$ cat config.mk
export PLATFORM = sky130hd
export DESIGN_NAME = monitor_scheduler
export DESIGN_NICKNAME = d
export VERILOG_FILES = /design/src/rtl/monitor_scheduler.sv
export SDC_FILE = /design/constraint.sdc
export NUM_CORES = 1
export LEC_CHECK = 0
export BUFFER_PORTS_ARGS = -buffer_cell sky130_fd_sc_hd__buf_2
export CAP_MARGIN = 20
export CORE_UTILIZATION = 45
export CTS_CLUSTER_DIAMETER = 60
export DETAILED_ROUTE_END_ITERATION = 8
export PLACE_DENSITY_LB_ADDON = 0.1
export RECOVER_POWER = 100
export SLEW_MARGIN = 20
export SYNTH_ARGS = -nofsm -noshare
export SYNTH_HDL_FRONTEND = slang
export SYNTH_SLANG_ARGS = --single-unit
$ cat constraint.sdc
create_clock -name clk -period 2.8 [get_ports clk]
set_input_delay 0.42 -clock clk [delete_from_list [all_inputs] [get_ports clk]]
set_output_delay 0.42 -clock clk [all_outputs]
set_load 0.05 [all_outputs]
$ cat src/rtl/monitor_scheduler.sv
// monitor_scheduler
//   Buffers incoming events in a small FIFO and issues them to a downstream
//   monitor in fixed-length slots. A free-running period timer raises
//   periodic evaluation ticks that share the same slots. Each slot is one
//   ISSUE cycle followed by GAP_CYCLES idle WAIT cycles, which gives the
//   monitor pipeline time to settle. A tick that cannot be delivered before
//   the next one arrives is reported as a miss.
//
//   State table
//     state   | meaning
//     IDLE    | nothing to issue (or en=0); waiting for an event or a tick
//     ISSUE   | one-cycle slot: present FIFO head and/or tick to the monitor
//     WAIT    | GAP_CYCLES cycles of settle time before the next slot
//
//   Ports
//     clk            clock; all state changes on the rising edge
//     rst            asynchronous active-low reset
//     en             global enable; freezes timer, FSM and WAIT countdown
//     in_valid       producer offers an event
//     in_data        event value (signed, DATA_W bits)
//     in_ready       registered FIFO-not-full
//     mon_input      value to the monitor, zero unless mon_new_input
//     mon_new_input  one-cycle event-arrival pulse
//     mon_tick       one-cycle periodic evaluation pulse
//     busy           FSM is not IDLE
//     tick_miss      one-cycle pulse when a pending tick is overwritten
//     miss_count     saturating count of lost ticks
module monitor_scheduler #(
    parameter int DATA_W        = 64,
    parameter int FIFO_DEPTH    = 4,
    parameter int PERIOD_CYCLES = 1000,
    parameter int GAP_CYCLES    = 3
) (
    input  logic              clk,
    input  logic              rst,
    input  logic              en,
    input  logic              in_valid,
    input  logic [DATA_W-1:0] in_data,
    output logic              in_ready,
    output logic [DATA_W-1:0] mon_input,
    output logic              mon_new_input,
    output logic              mon_tick,
    output logic              busy,
    output logic              tick_miss,
    output logic [7:0]        miss_count
);

    localparam int AW = (FIFO_DEPTH > 1) ? $clog2(FIFO_DEPTH) : 1;
    localparam int TW = (PERIOD_CYCLES > 1) ? $clog2(PERIOD_CYCLES) : 1;
    localparam int GW = (GAP_CYCLES > 1) ? $clog2(GAP_CYCLES) : 1;

    localparam logic [AW:0]   CNT_ONE  = (AW+1)'(1);
    localparam logic [AW:0]   CNT_FULL = (AW+1)'(FIFO_DEPTH);
    localparam logic [AW-1:0] PTR_ONE  = AW'(1);
    localparam logic [TW-1:0] T_ONE    = TW'(1);
    localparam logic [TW-1:0] T_LAST   = TW'(PERIOD_CYCLES - 1);
    localparam logic [GW-1:0] G_ONE    = GW'(1);
    localparam logic [GW-1:0] G_LOAD   = GW'(GAP_CYCLES - 1);

    localparam logic [1:0] S_IDLE  = 2'd0;
    localparam logic [1:0] S_ISSUE = 2'd1;
    localparam logic [1:0] S_WAIT  = 2'd2;

    logic [DATA_W-1:0] mem [FIFO_DEPTH];
    logic [AW-1:0]     rd_ptr, wr_ptr;
    logic [AW:0]       count, count_next;
    logic [TW-1:0]     timer;
    logic [GW-1:0]     wait_cnt;
    logic [1:0]        state;
    logic              tick_pending;
    logic              issue_ev, issue_tk;
    logic              wr_en, pop, fifo_empty, work;
    logic              wrap, tick_consume, miss;

    assign fifo_empty   = (count == '0);
    assign wr_en        = in_valid && in_ready;
    assign pop          = (state == S_ISSUE) && en && issue_ev;
    assign tick_consume = (state == S_ISSUE) && en && issue_tk;
    assign wrap         = en && (timer == T_LAST);
    // A consume on the same edge as the wrap frees the slot for the new tick.
    assign miss         = wrap && tick_pending && !tick_consume;
    assign work         = !fifo_empty || tick_pending;

    always_comb begin
        count_next = count;
        if (wr_en && !pop)
            count_next = count + CNT_ONE;
        else if (!wr_en && pop)
            count_next = count - CNT_ONE;
    end

    always_ff @(posedge clk) begin
        if (wr_en)
            mem[wr_ptr] <= in_data;
    end

    always_ff @(posedge clk or negedge rst) begin
        if (!rst) begin
            rd_ptr   <= '0;
            wr_ptr   <= '0;
            count    <= '0;
            in_ready <= 1'b1;
        end else begin
            if (wr_en)
                wr_ptr <= wr_ptr + PTR_ONE;
            if (pop)
                rd_ptr <= rd_ptr + PTR_ONE;
            count    <= count_next;
            in_ready <= (count_next != CNT_FULL);
        end
    end

    always_ff @(posedge clk or negedge rst) begin
        if (!rst) begin
            timer        <= '0;
            tick_pending <= 1'b0;
            tick_miss    <= 1'b0;
            miss_count   <= '0;
        end else begin
            if (en)
                timer <= wrap ? '0 : timer + T_ONE;
            // A new tick wins over the clear of the one just consumed.
            if (wrap)
                tick_pending <= 1'b1;
            else if (tick_consume)
                tick_pending <= 1'b0;
            tick_miss <= miss;
            if (miss && (miss_count != 8'hFF))
                miss_count <= miss_count + 8'd1;
        end
    end

    always_ff @(posedge clk or negedge rst) begin
        if (!rst) begin
            state    <= S_IDLE;
            wait_cnt <= '0;
            issue_ev <= 1'b0;
            issue_tk <= 1'b0;
        end else if (en) begin
            unique case (state)
                S_IDLE: begin
                    if (work) begin
                        state    <= S_ISSUE;
                        issue_ev <= !fifo_empty;
                        issue_tk <= tick_pending;
                    end
                end
                S_ISSUE: begin
                    state    <= S_WAIT;
                    wait_cnt <= G_LOAD;
                end
                S_WAIT: begin
                    // The IDLE decision is folded into the last WAIT cycle so
                    // back-to-back slots are exactly 1+GAP_CYCLES apart.
                    if (wait_cnt == '0) begin
                        if (work) begin
                            state    <= S_ISSUE;
                            issue_ev <= !fifo_empty;
                            issue_tk <= tick_pending;
                        end else begin
                            state <= S_IDLE;
                        end
                    end else begin
                        wait_cnt <= wait_cnt - G_ONE;
                    end
                end
                default: state <= S_IDLE;
            endcase
        end
    end

    assign mon_new_input = (state == S_ISSUE) && issue_ev && en;
    assign mon_tick      = (state == S_ISSUE) && issue_tk && en;
    assign mon_input     = mon_new_input ? mem[rd_ptr] : '0;
    assign busy          = (state != S_IDLE);

endmodule

Yosys cells after proc, flatten, opt, wreduce, memory -nomap -nowiden:

Memory sizes are Yosys's and may differ from the RTL's.
Index checks and enable logic that the tools add are counted.

* register bits: 34
* RAM bits: 256
* word-level logic and storage cells: 77
* memories: 1

* add/sub/neg operators: 7
* equal/unequal tests: 8
* multiplexer cells: 20
* reductions and logical operators: 29

Memories
* mem: words 4, bits a word 64, rd ports 1, clocked after Yosys merged registers in 0, wr ports 1, line 64 `logic [DATA_W-1:0] mem [FIFO_DEPTH];`

Operators by type and width (number)
* $mux W64: 1
* $logic_and A1 B1 Y1: 14
* $add A10 B1 Y10 const B: 1
* $eq A10 B10 Y1 const B: 1
* $mux W10: 1
* $mux W1: 9
* $reduce_and A3 Y1: 3
* $add A8 B1 Y8 const B: 1
* $ne A8 B8 Y1 const B: 1
* $reduce_bool A2 Y1: 4
* $mux W2: 3
* $mux W3: 2
* $ne A2 B2 Y1 const B: 3
* $pmux W2 S3: 1
* $add A2 B1 Y2 const B: 2
* $logic_not A1 Y1: 4
* $logic_not A2 Y1: 2
* $pmux W1 S2: 2
* $pmux W2 S2: 1
* $add A3 B1 Y3 const B: 1
* $logic_not A3 Y1: 1
* $ne A3 B3 Y1 const B: 1
* $sub A3 B1 Y3 const B: 1
* $eq A2 B1 Y1 const B: 1
* 3 further kinds: 3

Logic depth before layout (Yosys ltp):

Gate-level depths: netlist of the first run.

* depth after elaboration: 7
* mapped depth: 6
* gate-level depth less buffers: 6

Worst setup path before layout of the first run:

No wires, ideal clock.

* path type: reg-to-reg
* start point: register in_ready
* end point: memory mem[0][0], enable pin
* setup time: 0.429 ns
* data arrival time: 2.348 ns
* data required time: 2.371 ns
* slack: 0.023 ns
* stages on the path, launching flop included: 2
* path buffers: 0
* period minus slack after synthesis: 2.777 ns
* cells stage by stage: dfstp_2 -> and3_1

* cells in the longest elaborated chain, start to end: 3

Ends and longest elaborated chain
* from (decl): line 39 `output logic in_ready,`
* from (signal assigned): line 109 `in_ready <= (count_next != CNT_FULL);`
* $logic_and A1 B1 Y1: line 76 `assign wr_en = in_valid && in_ready;`
* $mux W1: line 93 `if (wr_en)`
* $mux W1 (not written as such): line 94 `mem[wr_ptr] <= in_data;`
* to (decl): line 64

Every way passes these cells.

Final worst setup path of the first run:

* start point: register rd_ptr[1]
* end point: output port mon_input[2]

* cells in the longest elaborated chain, start to end: 2

Ends and longest elaborated chain
* from (decl): line 65 `logic [AW-1:0] rd_ptr, wr_ptr;`
* from (signal assigned): line 107 `rd_ptr <= rd_ptr + PTR_ONE;`
* $mem_v2 Z4 W64
* $mux W64: line 174 `assign mon_input = mon_new_input ? mem[rd_ptr] : '0;`
* to (decl): line 40 `output logic [DATA_W-1:0] mon_input,`

Every way passes these cells.

==> results of run 1 <==
## registers in the layout (all words and copies together), names as in the netlist, 2 cells and up
register,cells
state,2
count,3
wait_cnt,2
mem,256
rd_ptr,2
miss_count,8
wr_ptr,2
timer,10
## logic make-up after synthesis
logic type | Yosys count
DFF | 290
xor gates and xnor gates | 15
and+or+nand+nor | 130
AOI/OAI and AO/OA | 28
buffers and inverters | 35
muxes | 68
adders and majority gates | 10
## cell usage in the layout (no fill, tap or decap), drive strengths merged, types with 2 or more instances in the layout
cell type | netlist | layout
a21oi | 5 | 5
a22o | 3 | 3
a31oi | 2 | 2
and2 | 64 | 64
and3 | 7 | 7
buf | 8 | 31
bufinv | 0 | 4
clkbuf | 15 | 173
clkinv | 0 | 12
dfrtp | 33 | 33
edfxtp | 256 | 256
ha | 10 | 10
inv | 12 | 12
mux2 | 3 | 3
mux4 | 64 | 64
nand2 | 15 | 15
nand2b | 2 | 2
nand3 | 6 | 6
nand3b | 2 | 2
nand4 | 6 | 6
nor2 | 7 | 7
nor3 | 4 | 4
nor4 | 5 | 5
o21ai | 12 | 12
o22ai | 3 | 3
or2 | 2 | 2
or3 | 2 | 2
or4 | 2 | 2
xnor2 | 8 | 8
xor2 | 7 | 7
## stage by stage
step	setup slack, ns	hold WS (ns)	setup TNS [ns]	power, mW	cells
after floorplan	0.02329	0.1244	0	8.857	576
after global placement	0.3946	0.4826	0	10.02	1037
after detailed placement	0.3402	0.4821	0	10.14	1037
after CTS	-0.01183	0.06478	-0.01885	14.14	1096
after global routing	0.01707	0.1239	0	14.51	1099
final	0.09388	0.1375	0	13.85	1099
## power breakdown
part,internal (mW),total (mW),switching [mW]
clock network,2.38,3.95,1.57
logic,1.60,3.88,2.28
registers,5.65,6.01,0.362
total,9.63,13.8,4.22
## per-layer routing
| metal | wire length, microns | track usage |
|---|---|---|
| met1 | 9376 | 0.2267 |
| met2 | 11220 | 0.2988 |
| met3 | 1205 | 0.03306 |
| met4 | 415 | 0.04674 |
| met5 | 10 | 0 |
## worst paths after layout
| check | from | to | slack (ns) | cells past startpoint |
|---|---|---|---|---|
| hold / removal | in_data[56] | mem[2][56]$_DFFE_PP_ | 0.14 | 1 |
| max in group asynchronous | rst | rd_ptr[0]$_DFFE_PN0P_ | 0.51 | 2 |
| setup reg to reg | in_ready$_DFF_PN1_ | mem[2][13]$_DFFE_PP_ | 0.20 | 2 |
| hold reg to reg | miss_count[6]$_DFFE_PN0P_ | miss_count[6]$_DFFE_PN0P_ | 0.50 | 1 |
| setup / recovery | rd_ptr[1]$_DFFE_PN0P_ | mon_input[2] | 0.09 | 4 |
| min in group asynchronous | rst | timer[9]$_DFFE_PN0P_ | 0.94 | 2 |
## worst max-delay path, cell delays in order, from the launching register on
cell,delay (ns)
dfrtp_4,0.60
buf_12,0.29
mux4_2,0.40
and2_1,0.19
clkbuf_2,0.23
## synth_stat cells, types with 2 or more instances
master	instances	area share
nor3_1	4	0.0018
inv_1	12	0.0040
nor2_1	7	0.0023
dfrtp_1	33	0.073
nand2_1	15	0.0050
or2_2	2	0.0011
ha_1	10	0.011
nor4_1	5	0.0028
buf_2	5	0.0022
edfxtp_1	256	0.68
buf_1	2	0.00066
mux2_2	3	0.0030
nand2b_1	2	0.0011
xnor2_1	8	0.0062
nand3_1	6	0.0026
clkbuf_1	15	0.0050
nand3b_1	2	0.0013
o22ai_1	3	0.0017
a31oi_1	2	0.0011
o21ai_0	12	0.0053
nand4_1	6	0.0033
and3_1	7	0.0039
or3_1	2	0.0011
mux4_2	64	0.13
and2_1	64	0.035
xor2_1	7	0.0054
a22o_1	3	0.0023
a21oi_1	5	0.0022
## what timing repair did
item	in CTS	in global routing
endpoints found under the hold margin	33	0
setup endpoints to repair	47	59
hold buffers	1	0
setup buffers	3	3
resized for setup	1	0
## cell type report
cell class,instances,area [sq um],area share
Multi-Input combinational cell,251,2676,0.1984
Tap cell,324,405.4,0.03004
Timing Repair Buffer,167,833.3,0.06176
Clock inverter,17,183.9,0.01363
Clock buffer,38,802.0,0.05944
Sequential cell,290,8547,0.6334
Inverter,12,45.04,0.003338
==> flow_metrics.py, run 1 <==
metrics = {
    "synthesis": {
        "synth-seq-area-share": 0.7517,
        "synth_nets": 654,
        "syn_area_sq_mm": 0.01136,
        "synthAdderAreaFrac": 0.01101,
        "synthSimpleGateAreaFrac": 0.06763,
        "synth_xor_area_frac": 0.01157,
        "yosysWarnings": 0,
        "synth_cells": 576,
        "synth.area.mux_share": 0.1307,
        "synth_top_family_by_area": "multiplexers",
        "synth_seq_cells": 290,
        "ys.flop_type": "edfxtp_1",
        "synth_compound_area_frac": 0.01454,
        "synth.avg_cell_area_sq_um": 19.72,
        "synth_edf_count": 256,
        "synth.distinct_cells": 42,
        "synthArstFlopShare": 0.1172,
    },
    "clocking": {
        "htreeDepth": 1,
        "cts.sinks": 290,
        "cts-root-buf": "clkbuf_16",
        "clock_path_buffers": 3,
        "cts_tree": "done",
        "clk_latency_ns": 0.55,
        "numCtsBuffers": 30,
        "path_clk_slew_ns": 0.06,
    },
    "routing": {
        "first_pass_iters": 4,
        "drc": 0,
        "wl_per_cell_microns": 20.22,
        "final_antenna_net_count": 0,
        "drt_iter0_drc": 352,
        "vias": 5855,
        "totalWireLength_mm": 22.22,
        "vias_per_cell": 5.328,
    },
    "sta": {
        "min_period_ns": 2.706,
        "fin_skew_ns": 0.01233,
        "rsz0062_at_grt": "false",
        "relSlewSlack": -0.2605,
        "hold_viol_final": 0,
        "fin_crit_sh": 0.9665,
        "worst_pin_slew_ns": 1.891,
        "slew_viol_final": 35,
        "fmax_mhz": 369.5,
        "setup_viol": 0,
    },
    "critical_path": {
        "timing_worst_setup_path_type": "reg -> out",
        "cp-start-kind": "register",
        "required_ns": 2.38,
        "critPathArrivalTime_ns": 2.29,
        "cp_max_fo": 38,
        "endpoint_kind": "output pin",
    },
    "global_route": {
        "antenna_found_initial": 1,
        "grt_max_degree": 39,
        "grtUsageTotal": 0.1738,
        "grt_pass1_wl_mm": 34.38,
        "grt-ovfl-total": 0,
        "grt_pass1_vias": 6183,
    },
    "final_layout": {
        "drive_above_1_share": 0.2671,
        "fillers": 1996,
        "nets": 830,
        "antenna_cells": 0,
        "utilization": 0.5500,
        "stdcell_area_sq_mm": 0.01349,
        "syn_to_final_growth_pct": 18.78,
    },
    "power_and_ir_drop": {
        "leakage_nw": 4.782,
        "ir_drop_mv": 0.6906,
        "p_per_area_mw_per_mm2": 1026,
    },
    "die": {
        "std_cell_rows": 57,
        "fp.dieArea_sq_mm": 0.02588,
        "start_util": 0.4630,
        "design.core.area_sq_mm": 0.02453,
        "die_h_microns": 160.9,
        "die_w_microns": 160.9,
        "ios": 145,
    },
    "outcome": {
        "violations": "capacitance limit, slew limit",
        "status": "finished, violations left",
    },
    "job": {
        "drv_cap": 1,
    },
    "place": {
        "gp_congestion": 0.7676,
        "io_buffer_count": 144,
        "place_hpwl_mm": 13.56,
        "dpl_cell_area_sq_mm": 0.01263,
    },
    "worst_hold_path": {
        "hold_class": "in -> reg",
    },
}
Power figures use the tool's default switching activity.
==> run 2: changes to the inputs <==
--- a/config.mk
+++ b/config.mk
@@ -7,6 +7,8 @@
 export LEC_CHECK = 0
 export BUFFER_PORTS_ARGS = -buffer_cell sky130_fd_sc_hd__buf_2
 export CAP_MARGIN = 20
+export CELL_PAD_IN_SITES_DETAIL_PLACEMENT = 0
+export CELL_PAD_IN_SITES_GLOBAL_PLACEMENT = 1
 export CORE_UTILIZATION = 45
 export CTS_CLUSTER_DIAMETER = 60
 export DETAILED_ROUTE_END_ITERATION = 8
==> flow_metrics.py, run 2 (synthesis gave the netlist of run 1 again) <==
metrics = {
    "outcome": {
        "status": "completed",
    },
    "die": {
        "start_util": 0.4630,
        "die_w_microns": 160.9,
        "fp.dieArea_sq_mm": 0.02588,
        "std_cell_rows": 57,
        "ios": 145,
        "design.core.area_sq_mm": 0.02453,
        "die_h_microns": 160.9,
    },
    "global_route": {
        "grt_pass1_vias": 6232,
        "grt-ovfl-total": 0,
        "grt_max_degree": 38,
        "antenna_found_initial": 0,
        "grt_pass1_wl_mm": 33.99,
        "grtUsageTotal": 0.1707,
    },
    "routing": {
        "first_pass_iters": 7,
        "totalWireLength_mm": 21.57,
        "final_antenna_net_count": 0,
        "vias": 5769,
        "vias_per_cell": 5.264,
        "wl_per_cell_microns": 19.68,
        "drt_iter0_drc": 314,
        "drc": 0,
    },
    "final_layout": {
        "utilization": 0.5496,
        "largest_register_ffs": 256,
        "drive_above_1_share": 0.2642,
        "antenna_cells": 0,
        "nets": 826,
        "most-common-layout-cells": "edfxtp_1, clkbuf_1, mux4_2, and2_1, clkbuf_2",
        "reg_top3": "mem: 256 flops, timer: 10 flops, miss_count: 8 flops",
        "final_common_cell": "edfxtp_1",
        "top_register": "mem",
        "syn_to_final_growth_pct": 18.70,
    },
    "sta": {
        "setup_viol": 0,
        "fin_skew_ns": 0.01584,
        "worst_pin_slew_ns": 1.255,
        "fmax_mhz": 372.7,
        "hold_viol_final": 0,
        "slew_viol_final": 0,
        "tns_ns": 0,
        "min_period_ns": 2.683,
        "fin_crit_sh": 0.9584,
        "relSlewSlack": 0.1632,
        "rsz0062_at_grt": "false",
    },
    "clocking": {
        "clk_latency_ns": 0.54,
        "htreeDepth": 1,
        "cts.sinks": 290,
        "path_clk_slew_ns": 0.06,
        "clock_path_buffers": 3,
        "cts_tree": "done",
        "numCtsBuffers": 30,
        "cts-root-buf": "clkbuf_16",
    },
    "critical_path": {
        "endpoint_kind": "output pin",
        "critPathArrivalTime_ns": 2.26,
        "cp_max_fo": 30,
        "timing_worst_setup_path_type": "reg -> out",
        "required_ns": 2.38,
        "path_buf_inv": 2,
        "crit_chain": "buf_12, mux4_2, and2_1, clkbuf_2",
        "cp_slowest_stage_delay_ns": 0.58,
        "slowest_stage": "mux4_2",
        "critPathTopFamily": "multiplexers",
        "cp-start-kind": "register",
    },
    "place": {
        "place_hpwl_mm": 13.21,
        "gp_congestion": 0.7333,
        "io_buffer_count": 144,
    },
    "power_and_ir_drop": {
        "leakage_nw": 4.756,
        "ir_drop_mv": 0.5079,
        "p_per_area_mw_per_mm2": 1016,
    },
    "worst_hold_path": {
        "hold_class": "in -> reg",
    },
    "job": {
        "drv_cap": 0,
    },
}
-- run 2: routing by layer --
layer / GRT usage / wire length, microns / share of wire
met4: 0.04545 / 345 / 0.016
met2: 0.2919 / 10850 / 0.50
met5: 0 / 0 / 0
met3: 0.03280 / 997 / 0.046
met1: 0.2241 / 9377 / 0.43
-- run 2: what timing repair did --
action / in CTS / in global routing
hold endpoints to repair: 33 / 0
hold buffers: 1 / 0
resized for setup: 2 / 0
setup buffers: 3 / 0
setup endpoints to repair: 54 / 0
-- run 2: worst reg2reg max path, stage by stage, from the launching register on --
cell and delay (ns):
dfstp_1 0.70, and3_1 0.86, clkbuf_4 0.65
-- run 2: cell type report --
class	instances	area [sq um]
sequential	290	8547
tap	324	405.4
clock inverter	18	150.1
clock buffer	38	832.0
inverter	12	47.55
fill	2028	11050
multi-input combinational	251	2674
timing repair buffer	163	828.3
-- run 2: where the power goes --
part / leakage (nW) / switching (mW) / total (mW) / internal [mW]
clock network: 0.479 / 1.58 / 3.87 / 2.28
registers: 2.77 / 0.378 / 6.03 / 5.65
logic: 1.51 / 2.23 / 3.81 / 1.58
total: 4.76 / 4.19 / 13.7 / 9.51
-- run 2: through the flow --
step / setup WS (ns) / hold WS [ns] / power, mW / instances / cell area (sq um)
floorplan: 0.02329 / 0.1244 / 8.857 / 576 / 11360
global placement: 0.4710 / 0.4824 / 9.978 / 1036 / 12640
detailed placement: 0.3800 / 0.4739 / 10.09 / 1036 / 12640
CTS: 0.05769 / 0.06557 / 14.02 / 1096 / 13660
global route: 0.01814 / 0.1239 / 14.38 / 1096 / 13480
finish: 0.1166 / 0.1271 / 13.70 / 1096 / 13480
-- run 2: path summary, 6_finish.rpt --
kind	cells past startpoint	from	to	slack (ns)
hold / removal	1	in_data[11]	mem[3][11]$_DFFE_PP_	0.13
setup reg to reg	2	in_ready$_DFF_PN1_	mem[0][43]$_DFFE_PP_	0.21
hold reg to reg	1	count[2]$_DFF_PN0_	count[2]$_DFF_PN0_	0.49
setup / recovery	4	rd_ptr[0]$_DFFE_PN0P_	mon_input[0]	0.12
min in group asynchronous	2	rst	timer[6]$_DFFE_PN0P_	0.51
max in group asynchronous	2	rst	rd_ptr[1]$_DFFE_PN0P_	1.70
==> run 3: changes to the inputs <==
--- a/config.mk
+++ b/config.mk
@@ -10,6 +10,7 @@
 export CELL_PAD_IN_SITES_DETAIL_PLACEMENT = 0
 export CELL_PAD_IN_SITES_GLOBAL_PLACEMENT = 1
 export CORE_UTILIZATION = 45
+export CTS_BUF_LIST = sky130_fd_sc_hd__clkbuf_4 sky130_fd_sc_hd__clkbuf_8 sky130_fd_sc_hd__clkbuf_16
 export CTS_CLUSTER_DIAMETER = 60
 export DETAILED_ROUTE_END_ITERATION = 8
 export PLACE_DENSITY_LB_ADDON = 0.1
==> constraint.sdc (replaced) <==
create_clock -name clk -period 3.2 [get_ports clk]
set_input_delay 0.48 -clock clk [delete_from_list [all_inputs] [get_ports clk]]
set_output_delay 0.48 -clock clk [all_outputs]
set_load 0.05 [all_outputs]
==> flow_metrics.py, run 3 (synthesis gave the netlist of run 1 again) <==
metrics = {
    "place": {
        "dp.cells": 1031,
        "io_buffer_count": 144,
        "place_hpwl_mm": 12.93,
        "dp_slack_ns": 0.7575,
        "gp_congestion": 0.7330,
    },
    "die": {
        "ios": 145,
        "die_w_microns": 160.9,
        "start_util": 0.4630,
        "design.core.area_sq_mm": 0.02453,
        "die_h_microns": 160.9,
        "fp.dieArea_sq_mm": 0.02588,
        "std_cell_rows": 57,
    },
    "global_route": {
        "grt_max_degree": 69,
        "grt_pass1_wl_mm": 33.74,
        "grt_pass1_vias": 6130,
        "grt-ovfl-total": 0,
        "grtUsageTotal": 0.1700,
        "antenna_found_initial": 0,
    },
    "clocking": {
        "ctsResizeCount": 0,
        "cts.sinks": 290,
        "numCtsBuffers": 30,
        "clock_path_buffers": 3,
        "cts_tree": "done",
        "cts-root-buf": "clkbuf_16",
        "postCtsHoldBufs": 0,
        "clk_latency_ns": 0.54,
        "path_clk_slew_ns": 0.06,
        "htreeDepth": 1,
        "postCtsSetupBuffers": 0,
    },
    "sta": {
        "fmax_mhz": 341.2,
        "slew_viol_final": 97,
        "worst_pin_slew_ns": 1.870,
        "relSlewSlack": -0.2468,
        "worst_slack_ns": 0.2690,
        "setup_viol": 0,
        "rsz0062_at_grt": "false",
        "fin_skew_ns": 0.01213,
        "hold_viol_final": 0,
        "tns_ns": 0,
        "min_period_ns": 2.931,
        "fin_crit_sh": 0.9159,
    },
    "final_layout": {
        "top_register": "mem",
        "most-common-layout-cells": "edfxtp_1, clkbuf_1, mux4_2, and2_1, clkbuf_2",
        "antenna_cells": 0,
        "reg_top3": "mem: 256 flops, timer: 10 flops, miss_count: 8 flops",
        "utilization": 0.5466,
        "final_common_cell": "edfxtp_1",
        "largest_register_ffs": 256,
        "nets": 817,
        "syn_to_final_growth_pct": 18.05,
        "fin_cells": 1082,
        "drive_above_1_share": 0.2625,
    },
    "power_and_ir_drop": {
        "p_per_area_mw_per_mm2": 888.8,
        "power_mw": 11.92,
        "pwr-share-seq": 0.450,
        "ir_drop_mv": 0.4755,
        "leakage_nw": 4.725,
        "intPower_mw": 8.335,
        "pwr-share-clk": 0.279,
        "sw_frac_of_total": 0.3006,
        "share_comb_of_total_power": 0.270,
        "p_switching_mw": 3.583,
    },
    "critical_path": {
        "critPathArrivalTime_ns": 2.45,
        "required_ns": 2.72,
        "cp_max_fo": 18,
        "cp-start-kind": "register",
        "timing_worst_setup_path_type": "reg -> out",
        "endpoint_kind": "output pin",
    },
    "outcome": {
        "violations": "capacitance limit, slew limit",
        "status": "finished, violations left",
    },
    "routing": {
        "vias": 5702,
        "drt_iter0_drc": 254,
        "totalWireLength_mm": 21.29,
        "drc": 0,
        "first_pass_iters": 4,
        "final_antenna_net_count": 0,
        "wl_per_cell_microns": 19.68,
        "vias_per_cell": 5.270,
    },
    "job": {
        "drv_cap": 3,
    },
    "worst_hold_path": {
        "hold_class": "in -> reg",
    },
}
run 3: changes by cell type in the layout (fill, tap and decap cells not counted), moves of 2 or more:
cell        change
clkinv_4        -2
clkinvlp_4      -2
and2_1          +2
clkinv_1        -4
buf_4           -3
clkbuf_2       +10
clkbuf_4        +9
and2_0          -2
clkinv_2        -4
clkbuf_1        -5
buf_2          -12
run 3: worst paths after layout:
| check | cells after the start | endpoint | start | slack [ns] |
|---|---|---|---|---|
| max reg2reg | 2 | mem[1][16]$_DFFE_PP_ | in_ready$_DFF_PN1_ | 0.34 |
| max in group asynchronous | 1 | rd_ptr[1]$_DFFE_PN0P_ | rst | 1.43 |
| min in group asynchronous | 1 | timer[6]$_DFFE_PN0P_ | rst | 0.44 |
| min | 1 | mem[2][59]$_DFFE_PP_ | in_data[59] | 0.19 |
| max | 4 | mon_input[0] | rd_ptr[0]$_DFFE_PN0P_ | 0.27 |
| min reg2reg | 1 | timer[9]$_DFFE_PN0P_ | timer[9]$_DFFE_PN0P_ | 0.49 |
run 3: cell type report:
cell class | count | area (sq um)
Tap cell | 324 | 405.4
Timing Repair Buffer | 154 | 779.5
Clock inverter | 5 | 52.55
Fill cell | 1987 | 11120
Inverter | 12 | 45.04
Multi-Input combinational cell | 251 | 2674
Clock buffer | 46 | 907.1
Sequential cell | 290 | 8547
run 3: stage by stage:
step / instance area, sq um / hold WS [ns]
final: 13410 / 0.1913
after global routing: 13410 / 0.1916
after CTS: 13560 / 0.03214
after detailed placement: 12600 / 0.4779
after global placement: 12600 / 0.4822
after floorplan: 11360 / 0.1844
run 3: power groups by stage:
stage	combinational, mW	clock (mW)	sequential (mW)
after floorplan	2.53	0	5.22
after global placement	3.34	0	5.40
after detailed placement	3.36	0	5.45
after CTS	3.37	3.41	5.38
after global routing	3.51	3.53	5.46
final	3.22	3.33	5.37
run 3: per-layer routing:
layer  GRT usage  wire length (microns)  share of wire  vias to the layer above
met5           0                      0              0                        -
met2      0.3025                  11050           0.52                      122
met4     0.04331                    429          0.020                        0
met3     0.02944                    877          0.041                       34
li1            -                      -              -                     2604
met1      0.2155                   8941           0.42                     2942
run 3: worst max-delay path, cell delays in order, from the launching register on:
cell      delay (ns)
dfrtp_4         0.68
buf_12          0.25
mux4_2          0.51
and2_1          0.20
clkbuf_2        0.24
